$ cat src/rtl/csr_trap_ctrl_pkg.sv
// csr_trap_ctrl_pkg: shared CSR addresses, mstatus/mie bit indices, interrupt codes and FSM encoding
package csr_trap_ctrl_pkg;
  localparam logic [11:0] CSR_MSTATUS = 12'h300;
  localparam logic [11:0] CSR_MTVEC = 12'h305;
  localparam logic [11:0] CSR_MEPC = 12'h341;
  localparam logic [11:0] CSR_MCAUSE = 12'h342;
  localparam int MSTATUS_MIE = 3;
  localparam int MSTATUS_MPIE = 7;
  localparam int MIE_MSIE = 3;
  localparam int MIE_MTIE = 7;
  localparam int MIE_MEIE = 11;
  localparam logic [4:0] IRQ_SW_CODE = 5'd3;
  localparam logic [4:0] IRQ_TMR_CODE = 5'd7;
  localparam logic [4:0] IRQ_EXT_CODE = 5'd11;
  typedef enum logic [2:0] {IDLE, W_MEPC, W_MCAUSE, W_MSTATUS, MRET_ST, JUMP} state_t;
endpackage

$ cat src/rtl/csr_trap_ctrl_if.sv
// csr_trap_ctrl_if: pipeline-side request, live CSR values and CSR write/redirect outputs
interface csr_trap_ctrl_if #(parameter int XLEN = 32);
  logic except_i;
  logic [XLEN-1:0] except_cause_i;
  logic [XLEN-1:0] inst_addr_i;
  logic mret_i;
  logic irq_ext_i;
  logic irq_sw_i;
  logic irq_tmr_i;
  logic [XLEN-1:0] mstatus_i;
  logic [XLEN-1:0] mie_i;
  logic [XLEN-1:0] mtvec_i;
  logic [XLEN-1:0] mepc_i;
  logic pipe_we_i;
  logic [11:0] pipe_waddr_i;
  logic [XLEN-1:0] pipe_wdata_i;
  logic csr_we_o;
  logic [11:0] csr_waddr_o;
  logic [XLEN-1:0] csr_wdata_o;
  logic stall_o;
  logic flush_o;
  logic jump_o;
  logic [XLEN-1:0] jump_addr_o;
  modport master (
    output except_i, except_cause_i, inst_addr_i, mret_i, irq_ext_i, irq_sw_i, irq_tmr_i,
    output mstatus_i, mie_i, mtvec_i, mepc_i, pipe_we_i, pipe_waddr_i, pipe_wdata_i,
    input csr_we_o, csr_waddr_o, csr_wdata_o, stall_o, flush_o, jump_o, jump_addr_o
  );
  modport slave (
    input except_i, except_cause_i, inst_addr_i, mret_i, irq_ext_i, irq_sw_i, irq_tmr_i,
    input mstatus_i, mie_i, mtvec_i, mepc_i, pipe_we_i, pipe_waddr_i, pipe_wdata_i,
    output csr_we_o, csr_waddr_o, csr_wdata_o, stall_o, flush_o, jump_o, jump_addr_o
  );
endinterface

$ cat src/rtl/csr_trap_ctrl_irq_prio.sv
// irq_prio: fixed-priority interrupt encoder, ext > sw > tmr, pending {ext,sw,tmr}
module irq_prio import csr_trap_ctrl_pkg::*; #(
  parameter int XLEN = 32
) (
  input  logic [2:0]      pend_i,
  input  logic [2:0]      en_i,
  output logic            valid_o,
  output logic [XLEN-1:0] cause_o
);
  logic [2:0] act;
  logic [4:0] code;
  // pick highest-priority enabled pending line
  always_comb begin
    act = pend_i & en_i;
    code = act[2] ? IRQ_EXT_CODE : act[1] ? IRQ_SW_CODE : IRQ_TMR_CODE;
  end
  assign valid_o = |act;
  assign cause_o = {1'b1, {(XLEN-6){1'b0}}, code};
endmodule

$ cat src/rtl/csr_trap_ctrl.sv
// csr_trap_ctrl: sequences trap entry / MRET through the single CSR write port and redirects the PC
module csr_trap_ctrl import csr_trap_ctrl_pkg::*; #(
  parameter int XLEN = 32
) (
  input logic clk,
  input logic rst,
  csr_trap_ctrl_if.slave bus
);
  state_t state_q, state_d;
  logic [XLEN-3:0] epc_q, epc_d;
  logic [XLEN-1:0] cause_q, cause_d;
  logic mret_q, mret_d;
  logic irq_valid, take_irq, accept, is_mret;
  logic [XLEN-1:0] irq_cause;
  logic we, stall, flush, jump;
  logic [11:0] waddr;
  logic [XLEN-1:0] wdata, jaddr, mst_trap, mst_mret, vec_base;
  irq_prio #(.XLEN(XLEN)) u_irq_prio (
    .pend_i ({bus.irq_ext_i, bus.irq_sw_i, bus.irq_tmr_i}),
    .en_i   ({bus.mie_i[MIE_MEIE], bus.mie_i[MIE_MSIE], bus.mie_i[MIE_MTIE]}),
    .valid_o(irq_valid),
    .cause_o(irq_cause)
  );
  // mstatus images for trap entry / return, and the redirect target
  always_comb begin
    mst_trap = bus.mstatus_i;
    mst_trap[MSTATUS_MPIE] = bus.mstatus_i[MSTATUS_MIE];
    mst_trap[MSTATUS_MIE] = 1'b0;
    mst_mret = bus.mstatus_i;
    mst_mret[MSTATUS_MIE] = bus.mstatus_i[MSTATUS_MPIE];
    mst_mret[MSTATUS_MPIE] = 1'b1;
    vec_base = {bus.mtvec_i[XLEN-1:2], 2'b00};
    jaddr = mret_q ? bus.mepc_i
          : (bus.mtvec_i[1:0] == 2'b01 && cause_q[XLEN-1]) ? vec_base + XLEN'({cause_q[4:0], 2'b00})
          : vec_base;
  end
  // next state, latches and per-state write/redirect outputs
  always_comb begin
    take_irq = bus.mstatus_i[MSTATUS_MIE] & irq_valid;
    accept = bus.except_i | bus.mret_i | take_irq;
    is_mret = !bus.except_i & bus.mret_i;
    state_d = state_q;
    epc_d = epc_q;
    cause_d = cause_q;
    mret_d = mret_q;
    we = 1'b0;
    waddr = '0;
    wdata = '0;
    stall = 1'b1;
    flush = 1'b0;
    jump = 1'b0;
    case (state_q)
      IDLE: begin
        we = bus.pipe_we_i;
        waddr = bus.pipe_waddr_i;
        wdata = bus.pipe_wdata_i;
        stall = accept;
        flush = accept;
        if (accept) begin
          epc_d = bus.inst_addr_i[XLEN-1:2];
          cause_d = bus.except_i ? bus.except_cause_i : irq_cause;
          mret_d = is_mret;
          state_d = is_mret ? MRET_ST : W_MEPC;
        end
      end
      W_MEPC: begin
        we = 1'b1;
        waddr = CSR_MEPC;
        wdata = {epc_q, 2'b00};
        state_d = W_MCAUSE;
      end
      W_MCAUSE: begin
        we = 1'b1;
        waddr = CSR_MCAUSE;
        wdata = cause_q;
        state_d = W_MSTATUS;
      end
      W_MSTATUS: begin
        we = 1'b1;
        waddr = CSR_MSTATUS;
        wdata = mst_trap;
        state_d = JUMP;
      end
      MRET_ST: begin
        we = 1'b1;
        waddr = CSR_MSTATUS;
        wdata = mst_mret;
        state_d = JUMP;
      end
      JUMP: begin
        jump = 1'b1;
        state_d = IDLE;
      end
      default: state_d = IDLE;
    endcase
  end
  // state and latched epc/cause; reset aborts any sequence in flight
  always_ff @(posedge clk) begin
    if (rst) begin
      state_q <= IDLE;
      epc_q <= '0;
      cause_q <= '0;
      mret_q <= 1'b0;
    end else begin
      state_q <= state_d;
      epc_q <= epc_d;
      cause_q <= cause_d;
      mret_q <= mret_d;
    end
  end
  assign bus.csr_we_o = !rst & we;
  assign bus.csr_waddr_o = rst ? '0 : waddr;
  assign bus.csr_wdata_o = rst ? '0 : wdata;
  assign bus.stall_o = !rst & stall;
  assign bus.flush_o = !rst & flush;
  assign bus.jump_o = !rst & jump;
  assign bus.jump_addr_o = (rst || !jump) ? '0 : jaddr;
endmodule
$ cat src/flat_wrapper.sv
// flat-port wrapper written by rule: the top's interface ports become plain ports
module csr_trap_ctrl_flat import csr_trap_ctrl_pkg::*;
#(
  parameter int XLEN = 32
)
  (clk, rst, bus_except_i, bus_except_cause_i, bus_inst_addr_i, bus_mret_i, bus_irq_ext_i, bus_irq_sw_i, bus_irq_tmr_i, bus_mstatus_i, bus_mie_i, bus_mtvec_i, bus_mepc_i, bus_pipe_we_i, bus_pipe_waddr_i, bus_pipe_wdata_i, bus_csr_we_o, bus_csr_waddr_o, bus_csr_wdata_o, bus_stall_o, bus_flush_o, bus_jump_o, bus_jump_addr_o);
  csr_trap_ctrl_if #(.XLEN(XLEN)) bus_i ();
  input logic clk;
  input logic rst;
  input wire logic [$bits(bus_i.except_i)-1:0] bus_except_i;
  input wire logic [$bits(bus_i.except_cause_i)-1:0] bus_except_cause_i;
  input wire logic [$bits(bus_i.inst_addr_i)-1:0] bus_inst_addr_i;
  input wire logic [$bits(bus_i.mret_i)-1:0] bus_mret_i;
  input wire logic [$bits(bus_i.irq_ext_i)-1:0] bus_irq_ext_i;
  input wire logic [$bits(bus_i.irq_sw_i)-1:0] bus_irq_sw_i;
  input wire logic [$bits(bus_i.irq_tmr_i)-1:0] bus_irq_tmr_i;
  input wire logic [$bits(bus_i.mstatus_i)-1:0] bus_mstatus_i;
  input wire logic [$bits(bus_i.mie_i)-1:0] bus_mie_i;
  input wire logic [$bits(bus_i.mtvec_i)-1:0] bus_mtvec_i;
  input wire logic [$bits(bus_i.mepc_i)-1:0] bus_mepc_i;
  input wire logic [$bits(bus_i.pipe_we_i)-1:0] bus_pipe_we_i;
  input wire logic [$bits(bus_i.pipe_waddr_i)-1:0] bus_pipe_waddr_i;
  input wire logic [$bits(bus_i.pipe_wdata_i)-1:0] bus_pipe_wdata_i;
  output wire logic [$bits(bus_i.csr_we_o)-1:0] bus_csr_we_o;
  output wire logic [$bits(bus_i.csr_waddr_o)-1:0] bus_csr_waddr_o;
  output wire logic [$bits(bus_i.csr_wdata_o)-1:0] bus_csr_wdata_o;
  output wire logic [$bits(bus_i.stall_o)-1:0] bus_stall_o;
  output wire logic [$bits(bus_i.flush_o)-1:0] bus_flush_o;
  output wire logic [$bits(bus_i.jump_o)-1:0] bus_jump_o;
  output wire logic [$bits(bus_i.jump_addr_o)-1:0] bus_jump_addr_o;
  assign bus_i.except_i = bus_except_i;
  assign bus_i.except_cause_i = bus_except_cause_i;
  assign bus_i.inst_addr_i = bus_inst_addr_i;
  assign bus_i.mret_i = bus_mret_i;
  assign bus_i.irq_ext_i = bus_irq_ext_i;
  assign bus_i.irq_sw_i = bus_irq_sw_i;
  assign bus_i.irq_tmr_i = bus_irq_tmr_i;
  assign bus_i.mstatus_i = bus_mstatus_i;
  assign bus_i.mie_i = bus_mie_i;
  assign bus_i.mtvec_i = bus_mtvec_i;
  assign bus_i.mepc_i = bus_mepc_i;
  assign bus_i.pipe_we_i = bus_pipe_we_i;
  assign bus_i.pipe_waddr_i = bus_pipe_waddr_i;
  assign bus_i.pipe_wdata_i = bus_pipe_wdata_i;
  assign bus_csr_we_o = bus_i.csr_we_o;
  assign bus_csr_waddr_o = bus_i.csr_waddr_o;
  assign bus_csr_wdata_o = bus_i.csr_wdata_o;
  assign bus_stall_o = bus_i.stall_o;
  assign bus_flush_o = bus_i.flush_o;
  assign bus_jump_o = bus_i.jump_o;
  assign bus_jump_addr_o = bus_i.jump_addr_o;
  csr_trap_ctrl #(.XLEN(XLEN)) u_core (.clk(clk), .rst(rst), .bus(bus_i));
endmodule
$ cat config.mk
export PLATFORM = sky130hd
export DESIGN_NAME = csr_trap_ctrl_flat
export DESIGN_NICKNAME = d
export VERILOG_FILES = /design/src/rtl/csr_trap_ctrl_pkg.sv /design/src/rtl/csr_trap_ctrl_if.sv /design/src/rtl/csr_trap_ctrl_irq_prio.sv /design/src/rtl/csr_trap_ctrl.sv /design/src/flat_wrapper.sv
export SDC_FILE = /design/constraint.sdc
export NUM_CORES = 1
export LEC_CHECK = 0
export BUFFER_PORTS_ARGS = -buffer_cell sky130_fd_sc_hd__buf_2
export CORE_AREA = 2 2 127 129
export CTS_CLUSTER_DIAMETER = 100
export DETAILED_ROUTE_END_ITERATION = 12
export DIE_AREA = 0 0 129 131
export HOLD_SLACK_MARGIN = 0.06
export SLEW_MARGIN = 20
export SYNTH_ARGS = -nofsm -noshare
export SYNTH_HDL_FRONTEND = slang
export SYNTH_SLANG_ARGS = --single-unit
$ cat constraint.sdc
create_clock -name clk -period 4.8 [get_ports clk]
set_clock_uncertainty 0.2 [all_clocks]
set_input_delay 0.72 -clock clk [delete_from_list [all_inputs] [get_ports clk]]
set_output_delay 0.72 -clock clk [all_outputs]
set_load 0.005 [all_outputs]
Word-level counts from Yosys, hierarchy flattened. Index checks and enable logic that the tools add are counted.

Bits in registers: 66. Input port bits: 244. Output and inout port bits: 80. Logic and storage cells: 48.

Add/sub/neg operators: 1. Equal/unequal tests: 7. Mux-type cells: 17. Bitwise gates (word level): 9. Reductions and logical operators: 10.

Operator list (count): $mux 32 (5); $pmux 32 s5 (1); $pmux 12 s4 (1); $add 32x7->32 (1); $mux 12 (1); $pmux 3 s4 (1); $mux 3 (3); $and 1x1->1 (6); $eq 3x2->1 const B (2); $eq 3x3->1 const B (2); $mux 4 (1); $reduce_or 4->1 (1); $and 3x3->3 (1); $eq 3x1->1 const B (1); $logic_not 1->1 (3); $logic_not 3->1 (1); $mux 1 (3); $reduce_or 3->1 (1); $eq 2x1->1 const B (1); $ne 2x1->1 const B (1); $or 1x1->1 (2); $pmux 1 s2 (1); $reduce_and 2->1 (1); $reduce_or 2->1 (1); 2 further kinds (2).

Longest topological paths before layout.
Word-level depth: 6. Gate-level depth with buffers: 9. Gate-level depth less buffers: 8.

By module. A second synthesis with hierarchy kept.

Cells, all modules: 736. Area, all modules: 5313.8 um^2.

Modules (own cells, without submodules): csr_trap_ctrl (times used 1, cells each 700, area each 5051.1 um^2, sequential area each 1321.3 um^2); irq_prio (times used 1, cells each 36, area each 262.8 um^2, sequential area each 0.0 um^2).

Worst setup path before layout. No wires, ideal clock.

Path kind: input to output. From: input port bus_mtvec_i[2]. To: output port bus_jump_addr_o[26]. Data arrival time: 2.453 ns. Required time: 3.880 ns. Path slack: 1.427 ns. Stages: 9. Buffers on the path: 1. Path through: ha_1 -> inv_1 -> fa_1 -> and2b_1 -> o2111ai_2 -> buf_2 -> a2111oi_2 -> xnor2_1 -> a21oi_1.

Longest elaborated chain between the ends: 4.

Ends and longest elaborated chain: start: declaration (RTL line flat_wrapper.sv:19) `input wire logic [$bits(bus_i.mtvec_i)-1:0] bus_mtvec_i;`; $add 32x7->32 (RTL line csr_trap_ctrl.sv:34) `: (bus.mtvec_i[1:0] == 2'b01 && cause_q[XLEN-1]) ? vec_base + XLEN'({cause_q[4:0], 2'b00})`; $mux 32 (RTL line csr_trap_ctrl.sv:34); $mux 32 (RTL line csr_trap_ctrl.sv:33) `jaddr = mret_q ? bus.mepc_i`; $mux 32 (RTL line csr_trap_ctrl.sv:117) `assign bus.jump_addr_o = (rst || !jump) ? '0 : jaddr;`; end: declaration (RTL line flat_wrapper.sv:30) `output wire logic [$bits(bus_i.jump_addr_o)-1:0] bus_jump_addr_o;`.

Every way passes these cells.

Worst setup path in the final report.
From: input port bus_mtvec_i[2]. To: output port bus_jump_addr_o[22].

Same word-level chain as after synthesis.

==> flow_metrics.env <==
export IMPL_status="complete, no violations"
export IMPL_top_count_cell_post_synth="sky130_fd_sc_hd__a21oi_1"
export IMPL_hold_start="u_core.epc_q[26]"
export IMPL_synthesis_yosys_warnings=0
export IMPL_max_freq_ghz=0.254
export IMPL_unrepaired_setup_endpoints_after_global_routing="no"
export IMPL_peakVddDrop_mv=0.164
export IMPL_holdCritPathClass="reg2reg"
export IMPL_netlist_area_mm2=0.00475
export IMPL_worst_r2r_cell_count=7
export IMPL_timing_hold_worst_path_depth=2
export IMPL_viasPerCell=5.01
export IMPL_syn_inst=646
export IMPL_synth_area_leaders="sky130_fd_sc_hd__dfxtp_1 28%, sky130_fd_sc_hd__a21oi_1 10%, sky130_fd_sc_hd__nor2_1 6.8%, sky130_fd_sc_hd__mux2i_1 6.7%, sky130_fd_sc_hd__nand2_1 6.2%"
export IMPL_placed_area_mm2=0.00636
export IMPL_power_leakage_uw=0.00308
export IMPL_synth_seq_cells=66
export IMPL_final_max_slew_viol_count=0
export IMPL_synth_top_cells_by_count="97 x sky130_fd_sc_hd__a21oi_1, 86 x sky130_fd_sc_hd__nor2_1, 79 x sky130_fd_sc_hd__nand2_1"
export IMPL_cts_inserted_buffers=9
export IMPL_crit_type="in2out"
export IMPL_pin_count_of_the_biggest_net_entering_global_routing=48
export IMPL_worst_ep_arrival_time_ns=3.02
export IMPL_clock_sinks=66
export IMPL_regToRegEndpoint="u_core.cause_q[17]"
export IMPL_first_iter_violations=186
export IMPL_antenna_cells_inserted=0
export IMPL_layout_nets=1158
export IMPL_cts_repair_resized=0
export IMPL_globalRoute_totalOverflow=0
export IMPL_synth_top_cell_area_share_pct=27.8
export IMPL_synth_main_ff_cell="sky130_fd_sc_hd__dfxtp_1"
export IMPL_fp_dieH_um=131
export IMPL_placementRows=46
export IMPL_ant_nets=0
export IMPL_die_area_mm2=0.0169
export IMPL_maxCapViolations=0
export IMPL_postSynth_asyncResetShare_pct=0
export IMPL_clock_tree_htree_level_count=3
export IMPL_maxSlewHeadroom_pct=40.3
export IMPL_avg_cell_area_syn_um2=7.35
export IMPL_dp_hpwl_um=13500
export IMPL_seq_area_frac_synth_pct=27.8
export IMPL_clk_latency_ns=0.32
export IMPL_post_cts_setup_buffer_count=0
export IMPL_drt_first_pass_iters=4
export IMPL_worst_pin_slew_ns=0.894
export IMPL_worst_r2r_setup_slack_ns=1.94
export IMPL_path_max_fanout=11
export IMPL_timing_setup_tns_ns=0
export IMPL_cts_tree="yes"
export IMPL_worst_ep_required_time_ns=3.88
export IMPL_cp_start_kind="input port"
export IMPL_final_hold_viol_count=0
export IMPL_cts_hold_repair_buffers=0
export IMPL_post_route_drc_count=0
export IMPL_ports=324
export IMPL_placeableCoreArea_mm2=0.0156
export IMPL_clkTransAtPathRegs_ns=0.05
export IMPL_fp_dieW_um=129
export IMPL_avgRoutedWirePerCell_um=16.1
export IMPL_power_density_mw_per_mm2=418
export IMPL_grt_first_pass_wirelength_um=26900
export IMPL_clock_root_buffer="sky130_fd_sc_hd__clkbuf_16"
export IMPL_route_vias_total=5651
export IMPL_cts_max_path_buffers=2
export IMPL_placement_io_buffers=292
export IMPL_synth_edff_count=0
export IMPL_post_route_cells_drive_above_1_share_pct=36.9
export IMPL_final_period_utilization_pct=82.0
export IMPL_post_route_min_period_ns=3.94
export IMPL_synth_cell_types=50
export IMPL_end_kind="primary output"
export IMPL_cell_taking_the_most_area_after_synthesis="sky130_fd_sc_hd__dfxtp_1"
export IMPL_design_area_mm2=0.00663
export IMPL_setup_viol=0
export IMPL_route_final_wire_length_um=18100
export IMPL_whs_ns=0.255
export IMPL_start_util_pct=30.5
export IMPL_global_route_usage_total_pct=20.4
export IMPL_hold_path_endpoint="u_core.epc_q[26]"
export IMPL_grt_antenna_before_repair=2
export IMPL_reg2reg_from="u_core.state_q[1]"
export IMPL_synth_nets=896
export IMPL_vias_in_the_first_global_route=5252
export IMPL_syn_to_final_growth_pct=39.6
export IMPL_routabilityCongestion=0.823
final cells by class:
cell class | count | area (um^2)
Clock buffer | 11 | 233
Multi-Input combinational cell | 516 | 3170
Clock inverter | 3 | 42.5
Sequential cell | 66 | 1320
Tap cell | 216 | 270
Inverter | 12 | 45.0
Fill cell | 1658 | 8970
Timing Repair Buffer | 303 | 1540
placed cells by master (no fill, tap or decap), types with 27 or more instances in the layout:
master,instances
sky130_fd_sc_hd__dfxtp_1,64
sky130_fd_sc_hd__mux2i_1,32
sky130_fd_sc_hd__a2bb2oi_1,29
sky130_fd_sc_hd__nand2_1,79
sky130_fd_sc_hd__buf_2,292
sky130_fd_sc_hd__a22o_1,28
sky130_fd_sc_hd__nor2_1,85
sky130_fd_sc_hd__xnor2_1,27
sky130_fd_sc_hd__a21oi_1,97
sky130_fd_sc_hd__o21ai_0,31
registers in the layout, summed over array words and instances (netlist names):
register and flops:
u_core.cause_q 32, u_core.epc_q 30, u_core.mret_q 1, u_core.state_q 3
power breakdown:
part           total (uW)  leakage [uW]  switching [uW]  internal, uW
sequential            763      0.000543            87.3           676
combinational        1380       0.00241             811           571
clock                 625      0.000131             230           395
stage by stage:
| stage | util [%] | cells | total power [uW] | worst slack (ns) |
|---|---|---|---|---|
| floorplan | - | 646 | 1690 | 1.43 |
| global placement | 40.8 | 1113 | 2170 | 0.921 |
| detailed placement | 40.8 | 1113 | 2180 | 0.865 |
| CTS | 42.5 | 1127 | 2820 | 0.860 |
| global route | 42.5 | 1127 | 2990 | 0.761 |
| finish | 42.5 | 1127 | 2770 | 0.863 |
layer usage:
| metal | track usage (%) | routed length [um] | part of all wire (%) | vias up |
|---|---|---|---|---|
| met1 | 22.8 | 7350 | 41 | 2549 |
| met2 | 38.1 | 8940 | 49 | 254 |
| li1 | - | - | - | 2825 |
| met3 | 5.74 | 1590 | 8.8 | 21 |
| met5 | 0 | 11 | 0.061 | - |
| met4 | 5.63 | 242 | 1.3 | 2 |
worst max-delay path by stage:
| stage | from | end | slack (ns) | cells past startpoint |
|---|---|---|---|---|
| after global placement | bus_mtvec_i[2] | bus_jump_addr_o[22] | 0.92 | 10 |
| after floorplan | bus_mtvec_i[2] | bus_jump_addr_o[26] | 1.43 | 9 |
| after detailed placement | bus_mtvec_i[2] | bus_jump_addr_o[22] | 0.87 | 10 |
| final | bus_mtvec_i[2] | bus_jump_addr_o[22] | 0.86 | 10 |
| after global routing | bus_mtvec_i[2] | bus_jump_addr_o[22] | 0.76 | 10 |
| after CTS | bus_mtvec_i[2] | bus_jump_addr_o[22] | 0.86 | 10 |
worst max-delay path, cell delays in order:
cell and delay, ns:
sky130_fd_sc_hd__buf_2 0.09, sky130_fd_sc_hd__ha_1 0.16, sky130_fd_sc_hd__inv_1 0.05, sky130_fd_sc_hd__fa_1 0.39, sky130_fd_sc_hd__and2b_1 0.24, sky130_fd_sc_hd__o2111ai_2 0.39
sky130_fd_sc_hd__a2111oi_4 0.46, sky130_fd_sc_hd__xnor2_1 0.15, sky130_fd_sc_hd__o31ai_2 0.20, sky130_fd_sc_hd__buf_2 0.15
cells by family after synthesis:
kind of cell / synth area share, %
AOI/OAI and AO/OA: 30.2
xor gates and xnor gates: 4.98
adders and majority gates: 1.74
buffers and inverters: 5.72
DFF: 27.8
muxes: 6.74
and+or+nand+nor: 22.9
Power figures use the tool's default switching activity.
